<file path="config.mk">
export PLATFORM = sky130hd
export DESIGN_NAME = alu_issue_ctrl_flat
export DESIGN_NICKNAME = d
export VERILOG_FILES = /design/src/rtl/alu_issue_if.sv /design/src/rtl/alu_issue_ctrl.sv /design/src/flat_wrapper.sv
export SDC_FILE = /design/constraint.sdc
export NUM_CORES = 1
export LEC_CHECK = 0
export CELL_PAD_IN_SITES_DETAIL_PLACEMENT = 1
export CELL_PAD_IN_SITES_GLOBAL_PLACEMENT = 1
export CORE_ASPECT_RATIO = 0.9
export CORE_UTILIZATION = 36
export CTS_CLUSTER_SIZE = 10
export DETAILED_ROUTE_END_ITERATION = 8
export PLACE_DENSITY_LB_ADDON = 0.25
export SLEW_MARGIN = 10
export SYNTH_ARGS = -nofsm -noshare
export SYNTH_HDL_FRONTEND = slang
export SYNTH_SLANG_ARGS = --single-unit
</file>
<file path="constraint.sdc">
create_clock -name clock -period 5.85 [get_ports clock]
set_clock_uncertainty 0.1 [all_clocks]
set_input_delay 1.17 -clock clock [delete_from_list [all_inputs] [get_ports clock]]
set_output_delay 1.17 -clock clock [all_outputs]
set_load 0.01 [all_outputs]
</file>
<file path="src/rtl/alu_issue_if.sv">
// Decode-to-ALU issue bundle: decode handshake, ALU operand and control lines, writeback, flush and status.
// The controller uses the slave modport; the decode/ALU environment uses the master modport.
interface alu_issue_if #(
  parameter int DATA_W      = 32,
  parameter int OP_W        = 8,
  parameter int RD_W        = 5,
  parameter int STALL_CNT_W = 16
);
  logic                   dec_valid;
  logic                   dec_ready;
  logic [OP_W-1:0]        dec_opcode;
  logic [RD_W-1:0]        dec_rd;
  logic [DATA_W-1:0]      dec_val1;
  logic [DATA_W-1:0]      dec_val2;
  logic                   alu_stall;
  logic                   alu_branch_taken;
  logic                   alu_issue_valid;
  logic [OP_W-1:0]        alu_instr;
  logic [DATA_W-1:0]      alu_val1;
  logic [DATA_W-1:0]      alu_val2;
  logic [RD_W-1:0]        alu_rd;
  logic                   wb_valid;
  logic [RD_W-1:0]        wb_rd;
  logic                   flush;
  logic                   illegal_op;
  logic                   busy;
  logic [STALL_CNT_W-1:0] stall_cycles;

  modport slave (
    input  dec_valid, dec_opcode, dec_rd, dec_val1, dec_val2, alu_stall, alu_branch_taken,
    output dec_ready, alu_issue_valid, alu_instr, alu_val1, alu_val2, alu_rd,
           wb_valid, wb_rd, flush, illegal_op, busy, stall_cycles
  );

  modport master (
    output dec_valid, dec_opcode, dec_rd, dec_val1, dec_val2, alu_stall, alu_branch_taken,
    input  dec_ready, alu_issue_valid, alu_instr, alu_val1, alu_val2, alu_rd,
           wb_valid, wb_rd, flush, illegal_op, busy, stall_cycles
  );
endinterface

</file>
<file path="src/rtl/alu_issue_ctrl.sv">
// ALU issue controller: issue registered 1 cycle after accept, MUL holds for MUL_LAT cycles, branches flush.
// dec_ready is low while busy or while alu_stall is high; nothing is accepted during the flush cycle.
module alu_issue_ctrl #(
  parameter int DATA_W      = 32,
  parameter int OP_W        = 8,
  parameter int RD_W        = 5,
  parameter int MUL_LAT     = 4,
  parameter int STALL_CNT_W = 16
) (
  input  logic       clock,
  input  logic       reset_c,
  alu_issue_if.slave bus
);

  typedef enum logic [1:0] {IDLE, MUL_WAIT, BR_WAIT} state_e;
  typedef enum logic [2:0] {CL_WB, CL_MUL, CL_ISSUE, CL_BR, CL_ILL} op_class_e;

  localparam logic [OP_W-1:0] OP_ADD    = OP_W'('h00);
  localparam logic [OP_W-1:0] OP_SUB    = OP_W'('h01);
  localparam logic [OP_W-1:0] OP_MUL    = OP_W'('h02);
  localparam logic [OP_W-1:0] OP_MEM0   = OP_W'('h10);
  localparam logic [OP_W-1:0] OP_MEM1   = OP_W'('h11);
  localparam logic [OP_W-1:0] OP_MEM2   = OP_W'('h12);
  localparam logic [OP_W-1:0] OP_MEM3   = OP_W'('h13);
  localparam logic [OP_W-1:0] OP_BEQ    = OP_W'('h30);
  localparam logic [OP_W-1:0] OP_JUMP   = OP_W'('h31);
  localparam logic [OP_W-1:0] OP_TLBWR  = OP_W'('h32);
  localparam logic [OP_W-1:0] OP_IRET   = OP_W'('h33);
  // MUL_LAT is limited to 2..15 so the remaining-cycle count fits in 4 bits.
  localparam logic [3:0]      MUL_CNT_INIT = 4'(MUL_LAT - 1);

  state_e                 state, state_nxt;
  op_class_e              dec_class;
  logic [3:0]             cnt, cnt_nxt;
  logic                   dec_rdy, accept, legal, mul_done, br_sample;
  logic                   issue_q, illegal_q, wb_pend_q, wb_q, flush_q;
  logic [OP_W-1:0]        instr_q;
  logic [DATA_W-1:0]      val1_q, val2_q;
  logic [RD_W-1:0]        rd_q, wb_rd_q;
  logic [STALL_CNT_W-1:0] stall_cnt;

  always_comb begin
    dec_class = CL_ILL;
    case (bus.dec_opcode)
      OP_ADD, OP_SUB:                     dec_class = CL_WB;
      OP_MUL:                             dec_class = CL_MUL;
      OP_MEM0, OP_MEM1, OP_MEM2, OP_MEM3,
      OP_TLBWR:                           dec_class = CL_ISSUE;
      OP_BEQ, OP_JUMP, OP_IRET:           dec_class = CL_BR;
      default:                            dec_class = CL_ILL;
    endcase
  end

  // Held low during reset so every output reads zero while reset_c is asserted.
  assign dec_rdy = (state == IDLE) && !bus.alu_stall && !reset_c;
  assign legal   = (dec_class != CL_ILL);
  // Decode drops its instruction on flush, so a valid seen in the flush cycle is stale.
  assign accept  = bus.dec_valid && dec_rdy && !flush_q;

  always_comb begin
    state_nxt = state;
    cnt_nxt   = cnt;
    mul_done  = 1'b0;
    br_sample = 1'b0;
    case (state)
      IDLE: begin
        if (accept && dec_class == CL_MUL) begin
          state_nxt = MUL_WAIT;
          cnt_nxt   = MUL_CNT_INIT;
        end else if (accept && dec_class == CL_BR) begin
          state_nxt = BR_WAIT;
        end
      end
      MUL_WAIT: begin
        if (!bus.alu_stall) begin
          if (cnt == 4'd0) begin
            mul_done  = 1'b1;
            state_nxt = IDLE;
          end else begin
            cnt_nxt = cnt - 4'd1;
          end
        end
      end
      BR_WAIT: begin
        if (!bus.alu_stall) begin
          br_sample = 1'b1;
          state_nxt = IDLE;
        end
      end
      default: state_nxt = IDLE;
    endcase
  end

  always_ff @(posedge clock or posedge reset_c) begin
    if (reset_c) begin
      state     <= IDLE;
      cnt       <= 4'd0;
      issue_q   <= 1'b0;
      illegal_q <= 1'b0;
      wb_pend_q <= 1'b0;
      wb_q      <= 1'b0;
      wb_rd_q   <= '0;
      flush_q   <= 1'b0;
      instr_q   <= '0;
      val1_q    <= '0;
      val2_q    <= '0;
      rd_q      <= '0;
      stall_cnt <= '0;
    end else begin
      state     <= state_nxt;
      cnt       <= cnt_nxt;
      issue_q   <= accept && legal;
      illegal_q <= accept && !legal;
      wb_pend_q <= accept && (dec_class == CL_WB);
      wb_q      <= wb_pend_q;
      flush_q   <= br_sample && bus.alu_branch_taken;
      if (wb_pend_q) begin
        wb_rd_q <= rd_q;
      end
      // Illegal ops leave the ALU operand registers untouched.
      if (accept && legal) begin
        instr_q <= bus.dec_opcode;
        val1_q  <= bus.dec_val1;
        val2_q  <= bus.dec_val2;
        rd_q    <= bus.dec_rd;
      end
      if (bus.alu_stall && (stall_cnt != {STALL_CNT_W{1'b1}})) begin
        stall_cnt <= stall_cnt + STALL_CNT_W'(1);
      end
    end
  end

  assign bus.dec_ready       = dec_rdy;
  assign bus.alu_issue_valid = issue_q;
  assign bus.alu_instr       = instr_q;
  assign bus.alu_val1        = val1_q;
  assign bus.alu_val2        = val2_q;
  assign bus.alu_rd          = rd_q;
  // MUL completion is reported in its final wait cycle; it can never overlap a pending ALU writeback.
  assign bus.wb_valid        = wb_q | mul_done;
  assign bus.wb_rd           = mul_done ? rd_q : wb_rd_q;
  assign bus.flush           = flush_q;
  assign bus.illegal_op      = illegal_q;
  assign bus.busy            = (state != IDLE);
  assign bus.stall_cycles    = stall_cnt;

endmodule

</file>
<file path="src/flat_wrapper.sv">
// flat-port wrapper written by rule: the top's interface ports become plain ports
module alu_issue_ctrl_flat 
#(
  parameter int DATA_W      = 32,
  parameter int OP_W        = 8,
  parameter int RD_W        = 5,
  parameter int MUL_LAT     = 4,
  parameter int STALL_CNT_W = 16
)
  (clock, reset_c, bus_dec_valid, bus_dec_opcode, bus_dec_rd, bus_dec_val1, bus_dec_val2, bus_alu_stall, bus_alu_branch_taken, bus_dec_ready, bus_alu_issue_valid, bus_alu_instr, bus_alu_val1, bus_alu_val2, bus_alu_rd, bus_wb_valid, bus_wb_rd, bus_flush, bus_illegal_op, bus_busy, bus_stall_cycles);
  alu_issue_if #(.DATA_W(DATA_W), .OP_W(OP_W), .RD_W(RD_W), .STALL_CNT_W(STALL_CNT_W)) bus_i ();
  input  logic clock;
  input  logic reset_c;
  input wire logic [$bits(bus_i.dec_valid)-1:0] bus_dec_valid;
  input wire logic [$bits(bus_i.dec_opcode)-1:0] bus_dec_opcode;
  input wire logic [$bits(bus_i.dec_rd)-1:0] bus_dec_rd;
  input wire logic [$bits(bus_i.dec_val1)-1:0] bus_dec_val1;
  input wire logic [$bits(bus_i.dec_val2)-1:0] bus_dec_val2;
  input wire logic [$bits(bus_i.alu_stall)-1:0] bus_alu_stall;
  input wire logic [$bits(bus_i.alu_branch_taken)-1:0] bus_alu_branch_taken;
  output wire logic [$bits(bus_i.dec_ready)-1:0] bus_dec_ready;
  output wire logic [$bits(bus_i.alu_issue_valid)-1:0] bus_alu_issue_valid;
  output wire logic [$bits(bus_i.alu_instr)-1:0] bus_alu_instr;
  output wire logic [$bits(bus_i.alu_val1)-1:0] bus_alu_val1;
  output wire logic [$bits(bus_i.alu_val2)-1:0] bus_alu_val2;
  output wire logic [$bits(bus_i.alu_rd)-1:0] bus_alu_rd;
  output wire logic [$bits(bus_i.wb_valid)-1:0] bus_wb_valid;
  output wire logic [$bits(bus_i.wb_rd)-1:0] bus_wb_rd;
  output wire logic [$bits(bus_i.flush)-1:0] bus_flush;
  output wire logic [$bits(bus_i.illegal_op)-1:0] bus_illegal_op;
  output wire logic [$bits(bus_i.busy)-1:0] bus_busy;
  output wire logic [$bits(bus_i.stall_cycles)-1:0] bus_stall_cycles;
  assign bus_i.dec_valid = bus_dec_valid;
  assign bus_i.dec_opcode = bus_dec_opcode;
  assign bus_i.dec_rd = bus_dec_rd;
  assign bus_i.dec_val1 = bus_dec_val1;
  assign bus_i.dec_val2 = bus_dec_val2;
  assign bus_i.alu_stall = bus_alu_stall;
  assign bus_i.alu_branch_taken = bus_alu_branch_taken;
  assign bus_dec_ready = bus_i.dec_ready;
  assign bus_alu_issue_valid = bus_i.alu_issue_valid;
  assign bus_alu_instr = bus_i.alu_instr;
  assign bus_alu_val1 = bus_i.alu_val1;
  assign bus_alu_val2 = bus_i.alu_val2;
  assign bus_alu_rd = bus_i.alu_rd;
  assign bus_wb_valid = bus_i.wb_valid;
  assign bus_wb_rd = bus_i.wb_rd;
  assign bus_flush = bus_i.flush;
  assign bus_illegal_op = bus_i.illegal_op;
  assign bus_busy = bus_i.busy;
  assign bus_stall_cycles = bus_i.stall_cycles;
  alu_issue_ctrl #(.DATA_W(DATA_W), .OP_W(OP_W), .RD_W(RD_W), .MUL_LAT(MUL_LAT), .STALL_CNT_W(STALL_CNT_W)) u_core (.clock(clock), .reset_c(reset_c), .bus(bus_i));
endmodule
</file>
==> flow_summary_export.csv <==
group,metric,value,unit
outcome,status,"finished clean",
cts,cts_hold_buffers,0,
critical_path,slowest_stage,"clkdlybuf4s50_1",
run,maxCapViolations,0,
sta,period_minus_slack,4.724,ns
power_and_ir_drop,seqPwrFrac,47.1,%
critical_path,end_kind,"output port",
cells_and_area,nets,580,
drt,finalWirelength,11.31,mm
drt,drtIter0Drc,90,
grt,grt.total_usage,18.25,%
critical_path,slowest_delay,0.67,ns
cts,clk_pin_slew_worst_paths,0.06,ns
power_and_ir_drop,switching_power,479.3,uW
cts,cts.root.buffer_cell,"clkbuf_16",
grt,grt-ovfl-total,0,
synth,synth_cell_types,38,
power_and_ir_drop,total_power,1908,uW
cts,cts_setup_buffers,0,
cts,cts_resized,0,
min_path,hp-class,"reg2reg",
critical_path,startpoint_type,"primary input",
cells_and_area,syn2layout_area_growth,51.25,%
drt,num_vias,3195,
power_and_ir_drop,power_density,280.0,nW/um^2
power_and_ir_drop,ir_worst_vdd,0.0002339,V
critical_path,worstPathCellList,"clkdlybuf4s50_1 -> nor3b_1 -> nand2_1 -> mux2_2 -> clkdlybuf4s50_1",
cells_and_area,layout-drive-gt1-share,22.40,%
synth,ys_seq_area_share,60.56,%
synth,synth_warnings,0,
drt,drt-wirelength-per-cell,17.13,um
cells_and_area,utilization,56.19,%
critical_path,critPathKind,"in2out",
synth,synth_area_leaders,"dfrtp_1 61%, mux2_2 18%, mux2_4 4.7%",
synth,avgSynthCellArea,14.72,um^2
critical_path,cpMostUsedCell,"clkdlybuf4s50_1",
synth,synth_top_cell_area_share,60.56,%
grt,antenna_found_initial,0,
power_and_ir_drop,p_leak,0.003137,uW
cts,clock_sinks,109,
grt,grt_max_degree,75,
synth,syn_nets,391,
cts,cts_buffers,9,
synth,synth_cells,306,
die,die_x,119.9,um
sta,period_share,80.74,%
cts,cts_buffer_depth,2,
synth,postSynth.asyncResetShare,100.0,%
die,coreArea,12120,um^2
sta,setup_violations,0,
place,dpl.hpwl,8.086,mm
drt,dr.pass1.iters,4,
cts,cts_tree,"done",
drt,vias_per_cell,4.841,
die,row_count,38,
sta,hold_viol_final,0,
cts,h-tree-depth,3,
synth,synth_area,4504,um^2
die,dieArea,12960,um^2
cells_and_area,diodes,0,
sta,setup_tns,0,ns
sta,clock.fmax,211.7,MHz
sta,drv_slew,0,
sta,relSlewSlack,38.70,%
critical_path,worstPathRequired,4.58,ns
power_and_ir_drop,clockPowerShare,32.1,%
sta,tightest_slew,0.9195,ns
grt,first_global_vias,3431,
grt,grt_pass1_wl,18.00,mm
power_and_ir_drop,pwr-share-comb,20.9,%
die,initial_utilization,37.15,%
critical_path,crit_fanout,12,
synth,ys_ff_latch,109,
power_and_ir_drop,internal_power,1428,uW
die,die_y,108.1,um
synth,synth_top_area_cell,"dfrtp_1",
place,portBuffers,185,
cts,clk-insertion-delay-late,0.35,ns
place,place.gp.congestion,0.7405,
sta,rsz0062_at_grt,"no",
synth,synth_edf_count,0,
die,io_pins,186,
synth,synth_flop_cell,"dfrtp_1",
drt,drc,0,
drt,postRouteAntennaNets,0,
power_and_ir_drop,netSwitchingFraction,25.13,%
critical_path,critPathArrivalTime,3.45,ns
Yosys cell counts, drive strengths merged (2+ instances only):
cell / count
nor2b: 2
nor3: 7
nor4b: 3
nand2b: 3
xor2: 14
nor4: 7
and3: 2
nand4: 4
nand2: 6
inv: 6
mux2: 84
nor3b: 4
and2: 6
a21bo: 2
nand3: 8
o21ai: 7
nor2: 7
buf: 8
a2bb2oi: 2
dfrtp: 109
ha: 3
critical path, delay by kind of cell:
| family | cells | cell delay (ns) |
|---|---|---|
| buffers and inverters | 2 | 1.23 |
| AND/OR/NAND/NOR | 2 | 0.73 |
| multiplexers | 1 | 0.31 |
per-stage QoR:
stage | hold WS (ns) | cell area [um^2] | worst slack [ns] | std cells
floorplan | 0.3684 | 4504 | 1.706 | 306
finish | 0.3899 | 6813 | 1.126 | 660
detailed placement | 0.3740 | 6511 | 1.133 | 644
global placement | 0.3705 | 6511 | 1.169 | 644
CTS | 0.3953 | 6813 | 1.115 | 660
global route | 0.4178 | 6813 | 0.9520 | 660
layout make-up:
type | count | area (um^2)
multi-input cells | 182 | 1692
clock inverters | 6 | 62.56
fillers | 1211 | 5311
clock buffers | 10 | 239.0
repair buffers | 187 | 1867
well taps | 160 | 200.2
inverters | 6 | 25.02
flip-flops and latches | 109 | 2728
power groups by stage:
stage	clock network [uW]	logic, uW	registers, uW
final	612	398	898
after global routing	661	429	911
after CTS	636	406	898
after detailed placement	0	402	912
after global placement	0	391	905
after floorplan	0	118	939
routing by layer:
metal	global-route usage, %	part of all wire [%]
met1	21.72	41
met4	3.482	0.73
met2	30.83	51
met3	7.911	8.1
met5	0	0
placed cells by master (no fill, tap or decap), types with 6 or more instances in the layout:
cell type and instances:
clkdlybuf4s50_1 185, dfrtp_1 109, mux2_2 70, mux2_4 14, xor2_1 14, clkbuf_16 9, nand3_1 8, nor2_1 7
nor3_1 7, o21ai_0 7, nand2_1 6
state kept, by name (all words and copies together), names as in the netlist, 2 cells and up:
name                     flops
u_core.bus.alu_val1         32
u_core.wb_rd_q               5
u_core.bus.stall_cycles     16
u_core.bus.alu_instr         8
u_core.state                 2
u_core.cnt                   4
u_core.bus.alu_rd            5
u_core.bus.alu_val2         32
final timing paths:
kind,from,to,slack (ns),cells after the start
setup reg to reg,u_core.state[0],u_core.bus.alu_val1[24],3.28,5
hold / removal,u_core.bus.alu_instr[3],u_core.bus.alu_instr[3],0.39,1
max in group asynchronous,reset_c,u_core.bus.alu_val2[29],3.27,3
hold reg to reg,u_core.bus.alu_instr[3],u_core.bus.alu_instr[3],0.39,1
setup / recovery,bus_alu_stall,bus_wb_rd[3],1.13,5
min in group asynchronous,reset_c,u_core.state[1],1.35,2
cells by family after synthesis:
family                     count (synthesis)  share of synthesized area, %
and+or+nand+nor                           64                         8.861
DFF                                      109                         60.56
muxes                                     84                         22.17
adders and majority gates                  3                        0.8334
AOI/OAI and AO/OA                         16                         2.778
xor gates and xnor gates                  15                         2.917
buffers and inverters                     15                         1.889
Note: power is estimated with default switching activity, not from simulation.
